$ cat config.mk
export PLATFORM = sky130hd
export DESIGN_NAME = sdram_arbiter_2p
export DESIGN_NICKNAME = d
export VERILOG_FILES = /design/src/rtl/sdram_arb_pkg.sv /design/src/rtl/sdram_arb_tag_fifo.sv /design/src/rtl/sdram_arbiter_2p.sv
export SDC_FILE = /design/constraint.sdc
export NUM_CORES = 1
export LEC_CHECK = 0
export ABC_AREA = 1
export CORE_MARGIN = 3
export CORE_UTILIZATION = 34
export CTS_CLUSTER_DIAMETER = 60
export DETAILED_ROUTE_END_ITERATION = 12
export GPL_TIMING_DRIVEN = 0
export PLACE_DENSITY = 0.89
export SLEW_MARGIN = 20
export SYNTH_ARGS = -nofsm -noshare
export SYNTH_HDL_FRONTEND = slang
export SYNTH_SLANG_ARGS = --single-unit
$ cat constraint.sdc
create_clock -name clk_clk -period 3.4 [get_ports clk_clk]
set_clock_uncertainty 0.2 [all_clocks]
set_input_delay 0.34 -clock clk_clk [delete_from_list [all_inputs] [get_ports clk_clk]]
set_output_delay 0.34 -clock clk_clk [all_outputs]
set_load 0.1 [all_outputs]
$ cat src/rtl/sdram_arb_pkg.sv
// Shared types and default parameters for the two-port SDRAM arbiter.
// Contents:
//   grant_e            arbiter grant state (no grant, port 0, port 1)
//   *_DEF localparams  default geometry for the x16 SDRAM behind sdram_wire
package sdram_arb_pkg;

    typedef enum logic [1:0] {
        GntNone = 2'd0,
        Gnt0    = 2'd1,
        Gnt1    = 2'd2
    } grant_e;

    localparam int unsigned ADDR_W_DEF     = 25;  // 13 row + 10 col + 2 bank
    localparam int unsigned DATA_W_DEF     = 16;
    localparam int unsigned BE_W_DEF       = 2;
    localparam int unsigned MAX_PEND_DEF   = 8;
    localparam int unsigned BURST_HOLD_DEF = 4;

endpackage

$ cat src/rtl/sdram_arb_tag_fifo.sv
// Tag FIFO for outstanding reads: one bit per entry naming the issuing port.
// Ports:
//   i_clk, i_rst_n   clock, asynchronous active-low reset (flushes the FIFO)
//   i_push, i_tag    enqueue the tag of an accepted read
//   i_pop            dequeue on read data return (ignored while empty)
//   o_head           tag of the oldest outstanding read
//   o_full, o_empty  occupancy flags derived from the entry count
module sdram_arb_tag_fifo
    import sdram_arb_pkg::*;
#(
    parameter int unsigned DEPTH = MAX_PEND_DEF  // power of 2
) (
    input  logic i_clk,
    input  logic i_rst_n,
    input  logic i_push,
    input  logic i_tag,
    input  logic i_pop,
    output logic o_head,
    output logic o_full,
    output logic o_empty
);

    localparam int unsigned PTR_W = (DEPTH > 1) ? $clog2(DEPTH) : 1;
    localparam int unsigned CNT_W = $clog2(DEPTH + 1);

    logic [DEPTH-1:0] r_mem;
    logic [PTR_W-1:0] r_wr_ptr;
    logic [PTR_W-1:0] r_rd_ptr;
    logic [CNT_W-1:0] r_count;

    logic w_full;
    logic w_empty;
    logic w_do_push;
    logic w_do_pop;

    assign w_empty   = (r_count == '0);
    assign w_full    = (r_count == CNT_W'(DEPTH));
    assign w_do_pop  = i_pop & ~w_empty;
    // A push into a full FIFO is only legal when the head leaves the same cycle.
    assign w_do_push = i_push & (~w_full | w_do_pop);

    always_ff @(posedge i_clk or negedge i_rst_n) begin
        if (!i_rst_n) begin
            r_mem    <= '0;
            r_wr_ptr <= '0;
            r_rd_ptr <= '0;
            r_count  <= '0;
        end else begin
            if (w_do_push) begin
                r_mem[r_wr_ptr] <= i_tag;
                r_wr_ptr        <= r_wr_ptr + PTR_W'(1);
            end
            if (w_do_pop) begin
                r_rd_ptr <= r_rd_ptr + PTR_W'(1);
            end
            case ({w_do_push, w_do_pop})
                2'b10:   r_count <= r_count + CNT_W'(1);
                2'b01:   r_count <= r_count - CNT_W'(1);
                default: r_count <= r_count;
            endcase
        end
    end

    assign o_head  = r_mem[r_rd_ptr];
    assign o_full  = w_full;
    assign o_empty = w_empty;

endmodule

$ cat src/rtl/sdram_arbiter_2p.sv
// Two-port round-robin arbiter in front of the SDRAM controller Avalon-MM slave.
// Port 0 is the Nios II data master, port 1 a second requester (frame/DMA).
// Ports:
//   clk_clk, reset_reset_n           clock, asynchronous active-low reset
//   m0_* / m1_*                      requester Avalon-MM slave side
//   s_*                              master side toward the SDRAM controller
//   err_orphan                       sticky: read data returned with no read pending
module sdram_arbiter_2p
    import sdram_arb_pkg::*;
#(
    parameter int unsigned ADDR_W     = ADDR_W_DEF,
    parameter int unsigned DATA_W     = DATA_W_DEF,
    parameter int unsigned BE_W       = BE_W_DEF,
    parameter int unsigned MAX_PEND   = MAX_PEND_DEF,
    parameter int unsigned BURST_HOLD = BURST_HOLD_DEF
) (
    input  logic              clk_clk,
    input  logic              reset_reset_n,

    input  logic [ADDR_W-1:0] m0_address,
    input  logic              m0_read,
    input  logic              m0_write,
    input  logic [DATA_W-1:0] m0_writedata,
    input  logic [BE_W-1:0]   m0_byteenable,
    output logic              m0_waitrequest,
    output logic [DATA_W-1:0] m0_readdata,
    output logic              m0_readdatavalid,

    input  logic [ADDR_W-1:0] m1_address,
    input  logic              m1_read,
    input  logic              m1_write,
    input  logic [DATA_W-1:0] m1_writedata,
    input  logic [BE_W-1:0]   m1_byteenable,
    output logic              m1_waitrequest,
    output logic [DATA_W-1:0] m1_readdata,
    output logic              m1_readdatavalid,

    output logic [ADDR_W-1:0] s_address,
    output logic              s_read,
    output logic              s_write,
    output logic [DATA_W-1:0] s_writedata,
    output logic [BE_W-1:0]   s_byteenable,
    input  logic              s_waitrequest,
    input  logic [DATA_W-1:0] s_readdata,
    input  logic              s_readdatavalid,

    output logic              err_orphan
);

    localparam int unsigned HOLD_W = $clog2(BURST_HOLD + 1);

    grant_e            r_grant;
    grant_e            w_grant_nxt;
    logic              r_last;        // last port served; 1 so port 0 wins first tie
    logic              w_last_nxt;
    logic [HOLD_W-1:0] r_hold_cnt;
    logic [HOLD_W-1:0] w_hold_nxt;
    logic [HOLD_W-1:0] w_hold_inc;
    logic              r_err_orphan;

    logic w_req0;
    logic w_req1;
    logic w_fifo_full;
    logic w_fifo_empty;
    logic w_head;
    logic w_pop;
    logic w_full_stall;
    logic w_sel_read;
    logic w_sel_write;
    logic w_sel_wait;
    logic w_accept;
    logic w_push;
    logic w_other_req;

    assign w_req0     = m0_read | m0_write;
    assign w_req1     = m1_read | m1_write;
    assign w_pop      = s_readdatavalid & ~w_fifo_empty;
    // A full FIFO frees a slot in the same cycle the head returns, so the
    // stalled read may be accepted together with the pop.
    assign w_full_stall = w_fifo_full & ~s_readdatavalid;
    assign w_hold_inc = r_hold_cnt + HOLD_W'(1);

    // Command mux and per-port stall.
    always_comb begin
        s_address      = '0;
        s_read         = 1'b0;
        s_write        = 1'b0;
        s_writedata    = '0;
        s_byteenable   = '0;
        m0_waitrequest = 1'b1;
        m1_waitrequest = 1'b1;
        w_sel_read     = 1'b0;
        w_sel_write    = 1'b0;
        w_sel_wait     = 1'b1;
        unique case (r_grant)
            Gnt0: begin
                w_sel_read     = m0_read;
                w_sel_write    = m0_write;
                s_address      = m0_address;
                s_writedata    = m0_writedata;
                s_byteenable   = m0_byteenable;
                s_read         = m0_read & ~w_full_stall;
                s_write        = m0_write;
                w_sel_wait     = s_waitrequest | (m0_read & w_full_stall);
                m0_waitrequest = w_sel_wait;
            end
            Gnt1: begin
                w_sel_read     = m1_read;
                w_sel_write    = m1_write;
                s_address      = m1_address;
                s_writedata    = m1_writedata;
                s_byteenable   = m1_byteenable;
                s_read         = m1_read & ~w_full_stall;
                s_write        = m1_write;
                w_sel_wait     = s_waitrequest | (m1_read & w_full_stall);
                m1_waitrequest = w_sel_wait;
            end
            default: ;
        endcase
    end

    assign w_accept    = (w_sel_read | w_sel_write) & ~w_sel_wait;
    assign w_push      = w_accept & w_sel_read;
    assign w_other_req = (r_grant == Gnt0) ? w_req1 : w_req0;

    // Grant next-state, hold counter and round-robin pointer.
    always_comb begin
        w_grant_nxt = r_grant;
        w_last_nxt  = r_last;
        w_hold_nxt  = r_hold_cnt;
        unique case (r_grant)
            GntNone: begin
                w_hold_nxt = '0;
                if (w_req0 && w_req1) begin
                    w_grant_nxt = r_last ? Gnt0 : Gnt1;
                end else if (w_req0) begin
                    w_grant_nxt = Gnt0;
                end else if (w_req1) begin
                    w_grant_nxt = Gnt1;
                end
            end
            Gnt0, Gnt1: begin
                if (w_sel_read || w_sel_write) begin
                    // A stalled command keeps the grant until it is accepted.
                    if (w_accept) begin
                        if (w_hold_inc == HOLD_W'(BURST_HOLD) && w_other_req) begin
                            w_grant_nxt = (r_grant == Gnt0) ? Gnt1 : Gnt0;
                            w_last_nxt  = (r_grant == Gnt1);
                            w_hold_nxt  = '0;
                        end else if (w_hold_inc != HOLD_W'(BURST_HOLD)) begin
                            // Saturates one short of the limit so the next
                            // accept yields as soon as the other port asks.
                            w_hold_nxt = w_hold_inc;
                        end
                    end
                end else begin
                    if (w_other_req) begin
                        w_grant_nxt = (r_grant == Gnt0) ? Gnt1 : Gnt0;
                    end else begin
                        w_grant_nxt = GntNone;
                    end
                    w_last_nxt = (r_grant == Gnt1);
                    w_hold_nxt = '0;
                end
            end
            default: begin
                w_grant_nxt = GntNone;
                w_hold_nxt  = '0;
            end
        endcase
    end

    always_ff @(posedge clk_clk or negedge reset_reset_n) begin
        if (!reset_reset_n) begin
            r_grant      <= GntNone;
            r_last       <= 1'b1;
            r_hold_cnt   <= '0;
            r_err_orphan <= 1'b0;
        end else begin
            r_grant      <= w_grant_nxt;
            r_last       <= w_last_nxt;
            r_hold_cnt   <= w_hold_nxt;
            r_err_orphan <= r_err_orphan | (s_readdatavalid & w_fifo_empty);
        end
    end

    sdram_arb_tag_fifo #(
        .DEPTH (MAX_PEND)
    ) u_tag_fifo (
        .i_clk   (clk_clk),
        .i_rst_n (reset_reset_n),
        .i_push  (w_push),
        .i_tag   (r_grant == Gnt1),
        .i_pop   (w_pop),
        .o_head  (w_head),
        .o_full  (w_fifo_full),
        .o_empty (w_fifo_empty)
    );

    // Read data is broadcast; only the valid is steered by the head tag.
    assign m0_readdata      = s_readdata;
    assign m1_readdata      = s_readdata;
    assign m0_readdatavalid = w_pop & ~w_head;
    assign m1_readdatavalid = w_pop & w_head;
    assign err_orphan       = r_err_orphan;

endmodule

### After elaboration in Yosys (flattened, before gate mapping)

Index checks and enable logic that the tools add are counted.

| storage, ports and cells | value |
|---|---|
| flip-flop bits (word level) | 25 |
| bits in latches | 0 |
| RAM bits | 0 |
| memory bits (read-only) | 0 |
| input bits | 110 |
| output and inout port bits | 82 |
| memories | 0 |

| operators by class | value |
|---|---|
| add/subtract/negate cells | 5 |
| multipliers | 0 |
| divide/modulo/power cells | 0 |
| $lt $le $gt $ge | 3 |
| equal/unequal tests | 13 |
| shift operators | 0 |
| mux-type cells | 34 |
| bitwise operators | 26 |
| reductions and logical operators | 11 |

Operators by type and width:

| cell | count |
|---|---|
| $pmux 25 s2 | 1 |
| $pmux 16 s2 | 1 |
| $mux 2 | 9 |
| $mux 3 | 5 |
| $and 1x1->1 | 13 |
| $add 3x1->3 const B | 3 |
| $ne 3x3->1 const B | 3 |
| $bwmux 8 | 1 |
| $lt 3x4->1 const B | 2 |
| $mux 1 | 8 |
| $ne 4x4->1 const B | 2 |
| $pmux 1 s2 | 4 |
| $pmux 2 s2 | 2 |
| $pmux 4 s2 | 1 |
| $or 1x1->1 | 7 |
| $not 1->1 | 6 |
| $reduce_and 3->1 | 2 |
| $add 4x1->4 const B | 1 |
| $eq 2x1->1 const B | 2 |
| $eq 2x2->1 const B | 2 |
| $eq 4x4->1 const B | 1 |
| $logic_not 4->1 | 1 |
| $sub 4x1->4 const B | 1 |
| $bmux 1 s3 | 1 |
| other kinds (11) | 13 |

### Logic depth before layout (Yosys ltp)

Gate-level depths: netlist (run 1).

| logic depth | value |
|---|---|
| depth after elaboration | 11 |
| depth in mapped cells | 13 |
| depth with buffers taken out | 13 |

### Hierarchy

From an unflattened synthesis (run 1), not the netlist that was laid out.

| unflattened totals | value |
|---|---|
| cell total of the unflattened synthesis | 335 |
| area total of the unflattened synthesis | 2,534.9 um2 |

Modules (own cells, without submodules):

| module | instances | cells each | area an instance (um2) | seq. area each (um2) |
|---|---|---|---|---|
| sdram_arbiter_2p | 1 | 188 | 1,411.4 | 176.4 |
| sdram_arb_tag_fifo | 1 | 147 | 1,123.6 | 450.4 |

### Worst setup path before layout (run 1)

Ideal clock, no wire load.

| timing | value |
|---|---|
| kind | register to output |
| from | register u_tag_fifo.r_rd_ptr[0] |
| to | output m1_readdatavalid |
| arrival time | 2.089 ns |
| required time | 2.860 ns |
| slack | 0.771 ns |
| cell stages (with the launch flop) | 6 |
| path buffers | 0 |
| path through | dfrtp_1 -> inv_1 -> nor2_1 -> o211ai_1 -> o21ai_0 -> nor2_1 |

| between the ends | value |
|---|---|
| cells in the longest elaborated chain, start to end | 3 |

RTL lines:

| what | line | source |
|---|---|---|
| from (decl) | sdram_arb_tag_fifo.sv:28 | `logic [PTR_W-1:0] r_rd_ptr;` |
| from (signal assigned) | sdram_arb_tag_fifo.sv:54 | `r_rd_ptr <= r_rd_ptr + PTR_W'(1);` |
| $bmux 1 s3 | sdram_arb_tag_fifo.sv:64 | `assign o_head = r_mem[r_rd_ptr];` |
| $mux 1 (implied by the code) | sdram_arb_tag_fifo.sv:64 |  |
| $and 1x1->1 | sdram_arbiter_2p.sv:204 | `assign m1_readdatavalid = w_pop & w_head;` |
| to (decl) | sdram_arbiter_2p.sv:36 | `output logic m1_readdatavalid,` |

No other way between the ends. The select of a mux whose other input is x is not followed.

### Worst setup path in the final report (run 1)

| timing | value |
|---|---|
| from | register r_grant[0] |
| to | output s_writedata[8] |

| between the ends | value |
|---|---|
| cells in the longest elaborated chain, start to end | 2 |

RTL lines:

| what | line | source |
|---|---|---|
| from (decl) | sdram_arbiter_2p.sv:52 | `grant_e r_grant;` |
| from (signal assigned) | sdram_arbiter_2p.sv:175 | `r_grant <= GntNone;` |
| from (signal assigned) | sdram_arbiter_2p.sv:180 | `r_grant <= w_grant_nxt;` |
| $eq 2x2->1 | n/a |  |
| net u_tag_fifo.i_tag | sdram_arb_tag_fifo.sv:16 | `input logic i_tag,` |
| $pmux 16 s2 | sdram_arbiter_2p.sv:95 | `unique case (r_grant)` |
| to (decl) | sdram_arbiter_2p.sv:41 | `output logic [DATA_W-1:0] s_writedata,` |

The timed path passes the listed nets, and every way through them passes these cells.

==> results of run 1 <==
## state kept, by name, summed over array words and instances (netlist names)
signal               cells
u_tag_fifo.r_count       4
u_tag_fifo.r_wr_ptr      3
r_hold_cnt               3
r_grant                  2
err_orphan               1
u_tag_fifo.r_rd_ptr      3
u_tag_fifo.r_mem         8
r_last                   1
## per-stage QoR
step / total power, mW / instances / worst slack, ns
after floorplan: 3.54 / 307 / 0.771
after global placement: 4.38 / 578 / 0.0407
after detailed placement: 4.44 / 578 / -0.0180
after CTS: 4.49 / 582 / 0.00000777
after global routing: 4.70 / 583 / 0.0199
final: 4.45 / 583 / 0.129
## path summary, 6_finish.rpt
path,slack (ns),startpoint,to,cells past startpoint
worst max-delay path,0.13,r_grant[0],s_writedata[8],6
worst min register to register,0.28,r_last,r_last,2
min in group asynchronous,0.37,reset_reset_n,u_tag_fifo.r_rd_ptr[0],2
max in group asynchronous,2.24,reset_reset_n,r_grant[0],2
worst max register to register,0.60,r_grant[1],u_tag_fifo.r_count[2],12
worst min-delay path,0.28,r_last,r_last,2
## worst register-to-register path: stages (launching register included)
cell and delay, ns:
dfrtp_1 0.42, inv_1 0.09, ha_1 0.31, nand2_1 0.13, nor2_2 0.15, nor2_4 0.09
nand3b_4 0.24, ha_1 0.28, xor2_1 0.20, ha_1 0.20, a21oi_1 0.17, xnor2_1 0.13
o21ai_0 0.08
## kinds of logic (layout without fill, tap and decap cells)
family | count (synthesis) | count (layout) | share of synthesized area
AND/OR/NAND/NOR | 123 | 123 | 0.259
AO/OA/AOI/OAI | 68 | 68 | 0.231
buffers and inverters | 71 | 251 | 0.166
XOR/XNOR | 8 | 8 | 0.0285
adder cells (fa/ha/maj) | 11 | 11 | 0.0560
flip-flops | 25 | 25 | 0.255
multiplexers | 1 | 1 | 0.00408
## where the power goes
part	internal [mW]	total, mW	switching, mW
clock	0.0832	0.186	0.103
combinational	0.862	3.74	2.87
sequential	0.421	0.530	0.109
total	1.37	4.45	3.09
## Yosys cell counts (all sizes together), types with 2 or more instances
cell,n
nand2,69
a32o,43
buf,42
nor2,25
dfrtp,24
inv,20
o21ai,18
nand3,16
ha,11
nand4,10
clkbuf,7
xnor2,4
xor2,4
a21oi,3
clkinv,2
## cell type report
cell class	instances	area, sq um	area share
plain buffers	49	322	0.0766
clock buffers	3	41.3	0.00983
clock inverters	1	7.51	0.00179
inverters	22	85.1	0.0203
multi-input cells	211	1420	0.339
flip-flops and latches	25	627	0.149
well taps	96	120	0.0286
repair buffers	176	1570	0.375
## routing by layer
layer | vias up | routed length, microns | global-route usage
met4 | 0 | 110 | 0.0302
met1 | 1356 | 3800 | 0.266
met5 | - | 0 | 0
li1 | 1423 | - | -
met2 | 124 | 5040 | 0.395
met3 | 8 | 805 | 0.0713
## timing repair
action / in CTS / in global routing
cloned: 0 / 0
buffers inserted: 0 / 0
endpoints found under the hold margin: 0 / 24
pin swaps: 0 / 0
gates resized for setup: 51 / 75
endpoints found under the setup margin: 44 / 39
hold buffers: 0 / 1
==> results.json, run 1 <==
{
  "final_common_cell": "clkdlybuf4s50_1",
  "finalSetupTns_ns": 0,
  "clk_pin_slew_ns": 0.10,
  "drt-pass1-iter-count": 5,
  "dp_hpwl_microns": 8280,
  "clk_path_buf_depth": 2,
  "die_h_microns": 91.0,
  "period_needed_ns": 3.27,
  "holdWs_ns": 0.276,
  "cp_data_required_time_ns": 2.86,
  "place_congestion": 0.911,
  "grt-ovfl-total": 0,
  "ys_seq_area_frac": 0.255,
  "finish.utilization": 0.608,
  "slew_viol_final": 0,
  "synth.net_count": 428,
  "io_pins": 192,
  "nNetsFinal": 609,
  "cts_tree": "done",
  "core_sq_um": 6910,
  "post_dp_cell_area_sq_um": 4330,
  "cpMaxStageDelayCell": "dlygate4sd2_1",
  "ys_warn_count": 0,
  "ir_drop_v": 0.000693,
  "path_cells": "inv_1, ha_1, buf_2, clkbuf_1, a32o_1, dlygate4sd2_1",
  "syn2layout_area_growth_pct": 71.0,
  "grt_pass1_vias": 2906,
  "final_cell_area_sq_um": 4200,
  "maxCapViolCount": 0,
  "setup_viol": 0,
  "worst_pin_slew_ns": 0.994,
  "grt_pass1_wl_microns": 14900,
  "die_area_sq_um": 8280,
  "synthCells": 307,
  "viasPerCell": 4.99,
  "drive_gt1_frac": 0.228,
  "cp-end-kind": "output port",
  "p_leak_nw": 1.96,
  "cts_root_buffer": "clkbuf_8",
  "antenna_found_initial": 0,
  "fmax_ghz": 0.306,
  "via_count": 2911,
  "synthDistinctLibCells": 36,
  "clk_latency_ns": 0.28,
  "row_count": 30,
  "critPathArrivalTime_ns": 2.73,
  "initialDrtViolationCount": 177,
  "antenna_cells": 0,
  "path_buf_inv": 4,
  "outcome": "complete, no violations",
  "power_density_nw_per_um2": 1060,
  "fill_cells": 625,
  "port_buffers": 175,
  "hp-class": "reg2reg",
  "ys_ff_latch": 25,
  "worst_setup_path_start_kind": "flip-flop",
  "synthFlopType": "dfrtp_1",
  "cpPeakStageDelay_ns": 0.85,
  "clkSinkCount": 25,
  "max_slew_margin": 0.335,
  "start_util": 0.356,
  "rsz0062_at_grt": "false",
  "die_x_microns": 91.0,
  "drc": 0,
  "routed_wl_microns": 9760,
  "synth.avg_cell_area_sq_um": 8.00,
  "cp_max_fo": 10,
  "synthArstFlopShare": 1.00,
  "cts-htree-levels": 1,
  "layout_common_cells": "clkdlybuf4s50_1 (129), nand2_1 (60), a32o_1 (43)",
  "yosys-top-cells-area": "dfrtp_1 (24%), a32o_1 (18%), buf_4 (9.8%)",
  "hold_viol": 0,
  "synth_area_sq_um": 2460,
  "numCtsBuffers": 3,
  "postRouteAntennaNets": 0,
  "grt_use_total": 0.222,
  "grt_max_degree": 26,
  "synth-edff-count": 0,
  "synth_top_area_frac": 0.245,
  "synth_area_leader_cell": "dfrtp_1",
  "wl_per_cell_microns": 16.7,
  "fin_crit_sh": 0.962,
  "crit_type": "reg2out",
  "critical-path-top-delay-family": "buffers and inverters"
}
No activity file was read; power rests on OpenSTA's default activity.
==> run 2, diff against run 1 <==
CAP_MARGIN = 20   (was default)
CELL_PAD_IN_SITES_DETAIL_PLACEMENT = 1   (was default)
CELL_PAD_IN_SITES_GLOBAL_PLACEMENT = 1   (was default)
CORE_UTILIZATION = 22   (was 34)
PLACE_DENSITY = 0.87   (was 0.89)
==> results.json, run 2 (synthesized netlist as in run 1, its figures left out) <==
{
  "place_congestion": 0.832,
  "fin_crit_sh": 0.955,
  "largest_reg_flops": 8,
  "nNetsFinal": 609,
  "critPathArrivalTime_ns": 2.71,
  "worst_setup_path_start_kind": "flip-flop",
  "via_count": 2942,
  "core_sq_um": 10600,
  "final_cell_area_sq_um": 4240,
  "syn2layout_area_growth_pct": 72.7,
  "antenna_cells": 0,
  "reg2reg_from": "r_grant[1]",
  "antenna_found_initial": 0,
  "rsz0062_at_grt": "false",
  "initialDrtViolationCount": 142,
  "cp_max_fo": 10,
  "grt-ovfl-total": 0,
  "die_x_microns": 112,
  "routed_wl_microns": 11000,
  "setup_viol": 0,
  "final_common_cell": "clkdlybuf4s50_1",
  "numCtsBuffers": 3,
  "wl_per_cell_microns": 17.6,
  "hold_viol": 0,
  "start_util": 0.232,
  "slew_viol_final": 0,
  "grt_max_degree": 26,
  "clk_latency_ns": 0.28,
  "layout_common_cells": "clkdlybuf4s50_1 (129), nand2_1 (60), a32o_1 (43)",
  "cts_tree": "done",
  "met1_usage": 0.192,
  "drc": 0,
  "cp-end-kind": "output port",
  "hold_path_depth": 2,
  "dp_hpwl_microns": 9400,
  "port_buffers": 175,
  "drt-pass1-iter-count": 4,
  "outcome": "complete, no violations",
  "postRouteAntennaNets": 0,
  "grt_pass1_vias": 3261,
  "hp-class": "reg2reg",
  "grt_pass1_wl_microns": 17400,
  "cts_root_buffer": "clkbuf_8",
  "maxCapViolCount": 0,
  "cp_data_required_time_ns": 2.86,
  "clk_path_buf_depth": 2,
  "cts_setup_buffers": 0,
  "clkSinkCount": 25,
  "fmax_ghz": 0.308,
  "die_h_microns": 112,
  "ff2ff_path_depth": 12,
  "met2_usage": 0.339,
  "io_pins": 192,
  "viasPerCell": 4.72,
  "max_slew_margin": 0.322,
  "crit_type": "reg2out",
  "grt_use_total": 0.172,
  "cp-startpoint": "r_grant[0]",
  "dp.cells": 618,
  "largestRegisters": "u_tag_fifo.r_mem (8), u_tag_fifo.r_count (4)",
  "period_needed_ns": 3.25,
  "fin_cells": 623,
  "largest-register": "u_tag_fifo.r_mem",
  "post_dp_cell_area_sq_um": 4370,
  "cts-htree-levels": 1,
  "hold_path_startpoint": "r_hold_cnt[1]",
  "row_count": 37,
  "drive_gt1_frac": 0.234,
  "power_density_nw_per_um2": 1060,
  "p_leak_nw": 1.96,
  "grt_util_met3": 0.0332,
  "ir_drop_v": 0.000523,
  "holdWs_ns": 0.285,
  "worst_pin_slew_ns": 1.01,
  "finish.utilization": 0.400,
  "grt.busiest_layer": "met2",
  "clk_pin_slew_ns": 0.09,
  "die_area_sq_um": 12500
}
run 2: cell count changes in the layout (fill, tap and decap cells not counted):
cell             change
clkbuf_2             +2
clkdlybuf4s15_1      -1
clkdlybuf4s15_2      +1
dlygate4sd2_1        -2
run 2: what timing repair did:
action	4_1_cts	5_1_grt
hold endpoints to repair	24	0
hold buffers	1	0
cloned	0	0
gates resized for setup	60	71
endpoints found under the setup margin	44	40
run 2: path summary, 6_finish.rpt:
path / slack, ns / to
setup reg to reg: 0.62 / u_tag_fifo.r_count[3]
max in group asynchronous: 2.23 / u_tag_fifo.r_mem[0]
hold / removal: 0.28 / r_hold_cnt[1]
min in group asynchronous: 0.38 / u_tag_fifo.r_mem[5]
hold reg to reg: 0.28 / r_hold_cnt[1]
setup / recovery: 0.15 / m1_waitrequest
run 2: metrics by stage:
stage / setup WS [ns] / total power, mW / setup TNS [ns]
6_report: 0.153 / 4.50 / 0
5_1_grt: 0.0212 / 4.76 / 0
4_1_cts: 0.000900 / 4.58 / 0
3_5_place_dp: -0.0280 / 4.50 / -0.0858
3_3_place_gp: -0.0272 / 4.41 / -0.0537
2_1_floorplan: 0.771 / 3.54 / 0
run 2: layout make-up:
cell class	instances	area, sq um
Clock buffer	3	41.3
Fill cell	1277	6360
Multi-Input combinational cell	211	1420
Inverter	22	85.1
Timing Repair Buffer	176	1570
Clock inverter	1	7.51
Tap cell	136	170
Sequential cell	25	627
Buffer	49	322
run 2: critical path: stages, from the launching register on:
cell             delay (ns)
dfrtp_1                0.40
inv_1                  0.08
ha_1                   0.23
buf_2                  0.22
buf_2                  0.22
nand3_1                0.14
clkdlybuf4s50_1        1.15
run 2: power by group:
part	leakage, nW	switching [mW]	internal [mW]
Sequential	0.317	0.108	0.421
Combinational	1.62	2.92	0.861
Clock	0.0217	0.106	0.0834
Total	1.96	3.13	1.37
run 2: metal layers:
layer  up-vias  part of all wire
li1       1421                 -
met1      1422              0.38
met2        83              0.56
met3        16             0.045
met4         0             0.018
met5         -                 0
==> run 3, diff against run 2 <==
CTS_CLUSTER_DIAMETER = default   (was 60)
GPL_TIMING_DRIVEN = 1   (was 0)
==> results.json, run 3 (synthesized netlist as in run 1, its figures left out) <==
{
  "outcome": "complete, no violations",
  "nNetsFinal": 532,
  "largest_reg_flops": 8,
  "drt-pass1-iter-count": 4,
  "hold_buffers": 0,
  "grt_use_total": 0.154,
  "reg2reg_from": "r_grant[0]",
  "setup_viol": 0,
  "r2r_slack_ns": 0.53,
  "die_area_sq_um": 12500,
  "routed_wl_microns": 9890,
  "cts_setup_buffers": 0,
  "worst_pin_slew_ns": 0.973,
  "numCtsBuffers": 3,
  "cts_root_buffer": "clkbuf_8",
  "cp_max_fo": 45,
  "cp_data_required_time_ns": 2.86,
  "viasPerCell": 4.80,
  "clkSinkCount": 25,
  "syn2layout_area_growth_pct": 73.7,
  "postRouteAntennaNets": 0,
  "dp_hpwl_microns": 8180,
  "p_leak_nw": 1.80,
  "setup_ws_ns": 0.422,
  "fill_cells": 1198,
  "fmax_ghz": 0.336,
  "multi_input_area_sq_um": 1430,
  "cts-htree-levels": 1,
  "max_slew_margin": 0.349,
  "power_density_nw_per_um2": 1160,
  "die_h_microns": 112,
  "crit_type": "reg2out",
  "ir_drop_v": 0.000685,
  "preCtsSetupSlack_ns": 0.514,
  "slew_viol_final": 0,
  "grt-ovfl-total": 0,
  "period_needed_ns": 2.98,
  "holdWs_ns": 0.232,
  "via_count": 2619,
  "grt_pass1_vias": 2965,
  "drive_gt1_frac": 0.205,
  "io_pins": 192,
  "antenna_found_initial": 0,
  "clk_pin_slew_ns": 0.10,
  "post_dp_cell_area_sq_um": 4220,
  "grt_pass1_wl_microns": 15800,
  "clk_latency_ns": 0.28,
  "post_cts_resized": 0,
  "finalSetupTns_ns": 0,
  "hold_viol": 0,
  "antenna_cells": 0,
  "cp-end-kind": "output port",
  "grt_max_degree": 46,
  "total_power_mw": 4.95,
  "fin_crit_sh": 0.876,
  "cp-startpoint": "r_grant[1]",
  "maxCapViolCount": 0,
  "final_common_cell": "clkdlybuf4s50_1",
  "initialDrtViolationCount": 141,
  "core_sq_um": 10600,
  "largestRegisters": "u_tag_fifo.r_mem (8), u_tag_fifo.r_count (4)",
  "final_cell_area_sq_um": 4270,
  "ff_latch_area_sq_um": 627,
  "die_x_microns": 112,
  "critPathArrivalTime_ns": 2.44,
  "place_congestion": 0.860,
  "port_buffers": 143,
  "worst_setup_path_start_kind": "flip-flop",
  "rsz0062_at_grt": "false",
  "drc": 0,
  "layout_common_cells": "clkdlybuf4s50_1 (94), nand2_1 (60), buf_12 (45)",
  "start_util": 0.232,
  "clk_path_buf_depth": 2,
  "hp-class": "in2async",
  "row_count": 37,
  "cts_tree": "done",
  "wl_per_cell_microns": 18.1,
  "largest-register": "u_tag_fifo.r_mem"
}
[run 3: final timing paths]
check                                        end  cells after the start
setup / recovery                          s_read                      8
hold / removal               u_tag_fifo.r_mem[0]                      2
setup reg to reg           u_tag_fifo.r_count[2]                     12
hold reg to reg                           r_last                      2
max in group asynchronous                 r_last                      2
min in group clk_clk                      r_last                      2
[run 3: layer usage]
metal	global-route usage	share of wire	vias up
met5	0	0	-
met4	0.0162	0.0083	0
met3	0.0310	0.040	9
met2	0.295	0.56	61
met1	0.180	0.39	1285
li1	-	-	1264
[run 3: where the power goes]
part	switching (mW)	leakage (nW)	internal [mW]	total, mW
registers	0.125	0.317	0.421	0.545
logic	2.83	1.46	1.39	4.22
clock network	0.104	0.0217	0.0833	0.188
total	3.06	1.80	1.90	4.95
[run 3: final cells by class]
cell class,instances,share of cell area
Sequential cell,25,0.147
Clock inverter,1,0.00176
Multi-Input combinational cell,211,0.334
Clock buffer,3,0.00968
Tap cell,136,0.0399
Inverter,22,0.0199
Timing Repair Buffer,148,0.448
[run 3: worst max-delay path, cell delays in order, from the launching register on]
cell and delay (ns):
dfrtp_1 0.41, inv_1 0.09, ha_1 0.36, buf_4 0.46, inv_1 0.19, nor3_1 0.25
o21ai_0 0.12, inv_1 0.10, buf_12 0.18
[run 3: through the flow]
stage	util	std cells
2_1_floorplan	-	307
3_3_place_gp	0.398	542
3_5_place_dp	0.398	542
4_1_cts	0.402	546
5_1_grt	0.402	546
6_report	0.402	546
